<file path="config.mk">
export PLATFORM = sky130hd
export DESIGN_NAME = secure_lsu
export DESIGN_NICKNAME = d
export VERILOG_FILES = /design/src/rtl/secure_lsu.sv
export SDC_FILE = /design/constraint.sdc
export NUM_CORES = 1
export LEC_CHECK = 0
export CAP_MARGIN = 15
export CORE_UTILIZATION = 51
export DETAILED_ROUTE_END_ITERATION = 16
export PLACE_DENSITY_LB_ADDON = 0.08
export SLEW_MARGIN = 20
export SYNTH_ARGS = -nofsm -noshare
export SYNTH_HDL_FRONTEND = slang
export SYNTH_SLANG_ARGS = --single-unit
</file>
<file path="constraint.sdc">
create_clock -name clk -period 2.1 [get_ports clk]
set_input_delay 0.315 -clock clk [delete_from_list [all_inputs] [get_ports clk]]
set_output_delay 0.315 -clock clk [all_outputs]
set_load 0.01 [all_outputs]
</file>
<file path="src/rtl/secure_lsu.sv">
// Secured load/store unit: scrambles store data, unscrambles load data, guards a protected window.
// Latency: accept at T -> mem_req at T+1, ack at T+1+n -> resp_valid at T+2+n; lock fault -> T+1.
// Backpressure: one transaction in flight, req_ready low until the response is taken; no queueing.
module secure_lsu #(
  parameter int                 DATA_W     = 32,
  parameter int                 ADDR_W     = 10,
  parameter logic [ADDR_W-1:0]  PROT_BASE  = 10'h3C0,
  parameter logic [ADDR_W-1:0]  PROT_LIMIT = 10'h3FF,
  parameter logic [DATA_W-1:0]  KEY_RESET  = 32'h0000_0000,
  parameter int                 TIMEOUT    = 8
) (
  input  logic              clk,
  input  logic              reset,
  input  logic              req_valid,
  output logic              req_ready,
  input  logic              req_we,
  input  logic [ADDR_W-1:0] req_addr,
  input  logic [DATA_W-1:0] req_wdata,
  output logic              resp_valid,
  input  logic              resp_ready,
  output logic [DATA_W-1:0] resp_rdata,
  output logic              resp_fault,
  input  logic              key_we,
  input  logic [DATA_W-1:0] key_wdata,
  input  logic              lock,
  output logic              mem_req,
  output logic              mem_we,
  output logic [ADDR_W-1:0] mem_addr,
  output logic [DATA_W-1:0] mem_wdata,
  input  logic [DATA_W-1:0] mem_rdata,
  input  logic              mem_ack
);

  localparam int CNT_W = $clog2(TIMEOUT + 1);
  localparam logic [CNT_W-1:0]  CNT_LAST = CNT_W'(TIMEOUT - 1);
  // Window span; an offset compare handles a window ending at the top of the address space.
  localparam logic [ADDR_W-1:0] WIN_SPAN = PROT_LIMIT - PROT_BASE;

  typedef enum logic [1:0] {S_IDLE, S_MEM, S_RESP} state_t;

  state_t state_q, state_d;

  logic              we_q, we_d;
  logic [ADDR_W-1:0] addr_q, addr_d;
  logic [DATA_W-1:0] wdata_q, wdata_d;
  logic [DATA_W-1:0] key_q, key_d;
  logic [DATA_W-1:0] txn_key_q, txn_key_d;
  logic [DATA_W-1:0] rdata_q, rdata_d;
  logic              fault_q, fault_d;
  logic [CNT_W-1:0]  cnt_q, cnt_d;

  logic [ADDR_W-1:0] win_off;
  logic              denied;
  logic              accept;
  logic              timeout_hit;

  assign win_off     = req_addr - PROT_BASE;
  assign denied      = lock && (win_off <= WIN_SPAN);
  assign accept      = (state_q == S_IDLE) && req_valid;
  assign timeout_hit = (state_q == S_MEM) && !mem_ack && (cnt_q == CNT_LAST);

  // State register; reset abandons any in-flight transaction without a response.
  always_ff @(posedge clk) begin
    if (reset) state_q <= S_IDLE;
    else       state_q <= state_d;
  end

  // Next-state selection.
  always_comb begin
    state_d = state_q;
    case (state_q)
      S_IDLE: if (req_valid) state_d = denied ? S_RESP : S_MEM;
      S_MEM:  if (mem_ack || timeout_hit) state_d = S_RESP;
      S_RESP: if (resp_ready) state_d = S_IDLE;
      default: state_d = S_IDLE;
    endcase
  end

  // Datapath next-state: request capture, key snapshot, wait counter, response payload.
  always_comb begin
    key_d     = key_we ? key_wdata : key_q;
    we_d      = we_q;
    addr_d    = addr_q;
    wdata_d   = wdata_q;
    txn_key_d = txn_key_q;
    rdata_d   = rdata_q;
    fault_d   = fault_q;
    cnt_d     = cnt_q;
    if (accept) begin
      we_d      = req_we;
      addr_d    = req_addr;
      wdata_d   = req_wdata;
      txn_key_d = key_q;          // old key even if key_we is high this cycle
      cnt_d     = '0;
      rdata_d   = '0;
      fault_d   = denied;
    end else if (state_q == S_MEM) begin
      cnt_d = cnt_q + CNT_W'(1);
      if (mem_ack) begin
        rdata_d = we_q ? '0 : (mem_rdata ^ txn_key_q);
        fault_d = 1'b0;
      end else if (timeout_hit) begin
        rdata_d = '0;
        fault_d = 1'b1;
      end
    end
  end

  // Datapath registers.
  always_ff @(posedge clk) begin
    if (reset) begin
      key_q     <= KEY_RESET;
      we_q      <= 1'b0;
      addr_q    <= '0;
      wdata_q   <= '0;
      txn_key_q <= '0;
      rdata_q   <= '0;
      fault_q   <= 1'b0;
      cnt_q     <= '0;
    end else begin
      key_q     <= key_d;
      we_q      <= we_d;
      addr_q    <= addr_d;
      wdata_q   <= wdata_d;
      txn_key_q <= txn_key_d;
      rdata_q   <= rdata_d;
      fault_q   <= fault_d;
      cnt_q     <= cnt_d;
    end
  end

  // Outputs decoded from registered state only; zero whenever their phase is inactive.
  always_comb begin
    req_ready  = (state_q == S_IDLE);
    mem_req    = 1'b0;
    mem_we     = 1'b0;
    mem_addr   = '0;
    mem_wdata  = '0;
    resp_valid = 1'b0;
    resp_rdata = '0;
    resp_fault = 1'b0;
    if (state_q == S_MEM) begin
      mem_req   = 1'b1;
      mem_we    = we_q;
      mem_addr  = addr_q;
      mem_wdata = wdata_q ^ txn_key_q;
    end
    if (state_q == S_RESP) begin
      resp_valid = 1'b1;
      resp_rdata = rdata_q;
      resp_fault = fault_q;
    end
  end

endmodule

</file>
# --- After elaboration in Yosys (flattened, before gate mapping) ---
# Cells that the tools add are included.
op_classes:
  muxes: 19
  n_bitwise: 2
  n_eq_ne: 6
  magnitude_cmp: 1
  n_reduce_logical: 14
  add_sub_neg: 2
ops:
  columns: ["op", "count"]
  rows:
  - ["32-bit 2-to-1 mux", 5]
  - ["32-bit bitwise XOR", 2]
  - ["10-bit by 6-bit less-or-equal comparator with 1-bit output (second input constant)", 1]
  - ["10-bit 2-to-1 mux", 1]
  - ["10-bit subtractor (second input constant)", 1]
  - ["1-bit 2-to-1 mux", 8]
  - ["2-bit 2-to-1 mux", 4]
  - ["2-bit != test (second input constant)", 3]
  - ["2-bit case mux with 3 select lines", 1]
  - ["4-bit by 1-bit adder with 4-bit output (second input constant)", 1]
  - ["4-bit by 3-bit == test with 1-bit output (second input constant)", 1]
  - ["1-bit logical AND", 4]
  - ["2-bit AND reduction", 2]
  - ["2-bit nonzero test", 2]
  - ["3-bit AND reduction", 1]
  - ["3-bit nonzero test", 1]
  - ["2-bit by 1-bit == test with 1-bit output (second input constant)", 1]
  - ["2-bit == test (second input constant)", 1]
  - ["2-bit zero test", 1]
  - ["2-bit OR reduction", 1]
  - ["1-bit zero test", 1]
  - ["1-bit logical OR", 1]
word_totals:
  output_inout_bits: 79
  in_bits: 114
  register_bits: 146
  word_cells: 53

# --- Longest topological paths before layout ---
logic_depth:
  depth_word: 7
  depth_mapped: 7
  mapped_depth_nobuf: 4

# --- Least setup slack after synthesis ---
# OpenSTA, ideal clock, no wires.
synth_timing:
  path_type: "register to output"
  from: "register state_q[1]"
  to: "output mem_addr[0]"
  n_path_buf: 3
  setup_slack_ns: 0.492
  stages_incl_launch_ff: 7
  t_arrival_ns: 1.293
  cell_sequence: "dfxtp_1 buf_4 nand2b_1 clkbuf_1 inv_1 clkbuf_1 and2_1"
synth_via:
  elab_chain_len: 2
synth_lines:
  columns: ["item", "line", "rtl"]
  rows:
  - ["from (decl)", "41", "state_t state_q, state_d;"]
  - ["from (signal assigned)", "65", "else state_q <= state_d;"]
  - ["2-bit by 1-bit == test with 1-bit output", "142", "if (state_q == S_MEM) begin"]
  - ["10-bit 2-to-1 mux", "142", null]
  - ["to (decl)", "28", "output logic [ADDR_W-1:0] mem_addr,"]
# Every way passes these cells.

# --- Final worst setup path ---
layout_timing:
  from: "register state_q[1]"
  to: "output mem_addr[2]"
# Same word-level chain as after synthesis.

==> results.yml <==
die:
  io_pins: 193
  dieArea_um2: 13200
  fp-row-count: 40
  die_y_um: 115
  initial_core_util_pct: 53.2
  core_area_um2: 12200
  dieWidth_um: 115
timing:
  fin_ws_ns: 0.0616
  rsz0062_at_grt: "false"
  clock_skew_ns: 0.00591
  finalMaxSlewViolations: 0
  fin_crit_sh_pct: 97.1
  final_hold_viol_count: 0
  timing.final.crit_period_ns: 2.04
  timing.fmax_mhz: 491
  worst_slew_pin_slew_ns: 0.416
  relSlewSlack_pct: 72.3
  setup_viol: 0
worst_setup_path:
  path_class: "flop to primary output"
  worstRegToRegCells: 5
  start_kind: "flop"
  reg2reg_from: "state_q[0]$_SDFFE_PP0P_"
  path_max_fanout: 5
  r2r_slack_ns: 0.46
  critical_path_required_ns: 1.78
  endpoint_kind: "primary output"
  arrival_ns: 1.72
  reg2reg_to: "rdata_q[11]$_SDFFE_PP0P_"
global_route:
  antenna_found_initial: 0
  grt_pass1_vias: 5975
  grt_usage_pct: 28.6
  grt_pass1_wl_um: 29300
  grt_overflow: 0
  grt_start_max_net_pins: 78
place:
  dpl-instance-area_um2: 8560
  hpwl_um: 12100
  io_buffers: 192
  place_ws_ns: 0.173
  place_congestion: 0.851
cells_and_area:
  nNetsFinal: 1072
  post-route-util_pct: 76.7
  fill_cells: 938
  seq_area_um2: 2930
  fin_area_um2: 9360
  area_growth_pct: 44.1
  diodes: 0
  multi_input_area_um2: 3260
  drive_gt1_share_pct: 8.56
yosys:
  synth_area_per_cell_um2: 8.47
  synth_area_leader_cell: "dfxtp_1"
  synth-edff-count: 0
  yosys_warnings: 0
  netlist_instances: 767
  synth_top_area_share_pct: 45.0
  synth_area_um2: 6500
  synth_most_common_cell: "nand2_1"
  ys_seq_area_share_pct: 45.0
  ys_top_cells_by_area: "dfxtp_1 45%, nand2_1 8.8%, a21oi_1 8.4%"
  synthFlopType: "dfxtp_1"
  synthTopCellsByCount: "152 x nand2_1, 146 x dfxtp_1, 109 x a21oi_1, 68 x nor2_1, 44 x and2_1"
  synth.ff_latch_count: 146
  synth_nets: 882
  synthArstFlopShare_pct: 0
  synth_cell_types: 33
min_path:
  worstHoldStart: "reset"
  worstHoldPathCells: 2
  hold_path.class: "input port to flop"
  holdPathEnd: "key_q[16]$_SDFFE_PP0P_"
pwr:
  clock_power_share_pct: 45.7
  power.share.sequential_pct: 40.3
  p_switching_mw: 1.75
  internal-power_mw: 5.75
  power_density_nw_per_um2: 801
  switching_share_pct: 23.3
  p_leak_nw: 3.98
  combPwrFrac_pct: 14.0
  peakVddDrop_mv: 0.460
clock_network:
  htreeDepth: 4
  cts_tree: "built"
  cts_root_buffer: "clkbuf_16"
  cts_sinks: 146
  clk_latency_ns: 0.42
  cts_buffers: 17
  clk_pin_slew_ns: 0.06
  clk_path_buf_depth: 2
detailed_routing:
  drt_first_pass_iters: 5
  wl_per_cell_um: 16.1
  vias: 6012
  avgViaCountPerCell: 5.28
  routed_wl_um: 18300
  drt_iter0_markers: 399
  drc: 0
  ant_nets: 0
run:
  cap_viol_max_count: 0
run_status:
  status: "completed"
==> power by group through the flow <==
stage | combinational, mW | sequential, mW | clock, mW
CTS | 1.04 | 3.02 | 3.44
detailed placement | 0.999 | 3.08 | 0
global route | 1.14 | 3.04 | 3.58
finish | 1.05 | 3.02 | 3.43
global placement | 0.975 | 3.07 | 0
floorplan | 0.570 | 3.04 | 0
==> cell type report <==
| cell class | instances | share of cell area [%] |
|---|---|---|
| well taps | 168 | 2.25 |
| clock inverters | 9 | 1.84 |
| clock buffers | 23 | 5.43 |
| repair inverters | 1 | 0.0802 |
| inverters | 1 | 0.0802 |
| multi-input cells | 559 | 34.8 |
| flip-flops and latches | 146 | 31.3 |
| repair buffers | 231 | 24.3 |
==> cells in the final DEF (no fill, tap or decap), types with 5 or more instances in the layout <==
cell             instances
clkbuf_16               17
dlymetal6s2s_1           5
clkbuf_8                 6
bufinv_16                5
a22oi_1                 32
xnor2_1                 33
buf_12                   9
xor2_1                  33
nor2_1                  68
clkdlybuf4s50_1        113
mux2i_1                 33
dlygate4sd2_1           70
buf_6                    5
nand2_1                152
a21oi_1                109
buf_4                   25
nand3b_1                35
dfxtp_1                144
and2_1                  44
==> metal layers <==
metal	global-route usage [%]	routed length (um)	vias to the layer above
met5	0	0	-
met4	9.18	251	0
met3	7.27	1440	24
met2	49.7	8890	218
met1	34.7	7730	2847
li1	-	-	2923
==> critical path, stage by stage, from the launching register on <==
cell           delay [ns]
dfxtp_4              0.36
nand2b_4             0.17
clkinvlp_4           0.17
buf_4                0.18
and2_1               0.15
dlygate4sd2_1        0.28
==> worst max-delay path by stage <==
stage | from | end | slack (ns)
2_1_floorplan | state_q[1]$_SDFFE_PP0P_ | mem_addr[0] | 0.49
3_3_place_gp | req_valid | wdata_q[25]$_SDFFE_PP0P_ | 0.23
3_5_place_dp | state_q[1]$_SDFFE_PP0P_ | mem_addr[6] | 0.17
4_1_cts | state_q[1]$_SDFFE_PP0P_ | resp_rdata[30] | -0.11
5_1_grt | state_q[1]$_SDFFE_PP0P_ | mem_addr[8] | 0.004
6_report | state_q[1]$_SDFFE_PP0P_ | mem_addr[2] | 0.06
==> flip-flops by register name, summed over array words and instances (netlist names) <==
name       flops
wdata_q       32
cnt_q          4
addr_q        10
txn_key_q     32
fault_q        1
we_q           1
state_q        2
key_q         32
rdata_q       32
==> cells by family (layout without fill, tap and decap cells) <==
kind of cell	Yosys count	count (layout)	share of synthesized area, %
and+or+nand+nor	311	311	22.4
xor gates and xnor gates	66	66	8.90
muxes	33	33	5.08
AOI/OAI and AO/OA	148	148	12.9
adders and majority gates	1	1	0.193
buffers and inverters	62	265	5.47
DFF	146	146	45.0
==> repair_timing <==
action	CTS	global route
gates resized for setup	86	9
buffers inserted	9	5
setup endpoints to repair	77	14
hold buffers	0	0
cloned	3	0
==> through the flow <==
step	total power [mW]	cells	TNS (ns)	hold slack [ns]
floorplan	3.61	767	0	0.431
global placement	4.04	1089	0	0.435
detailed placement	4.07	1089	0	0.444
CTS	7.50	1133	-0.524	0.300
global route	7.76	1138	0	0.325
finish	7.50	1138	0	0.314
(Power assumes the default switching activity.)
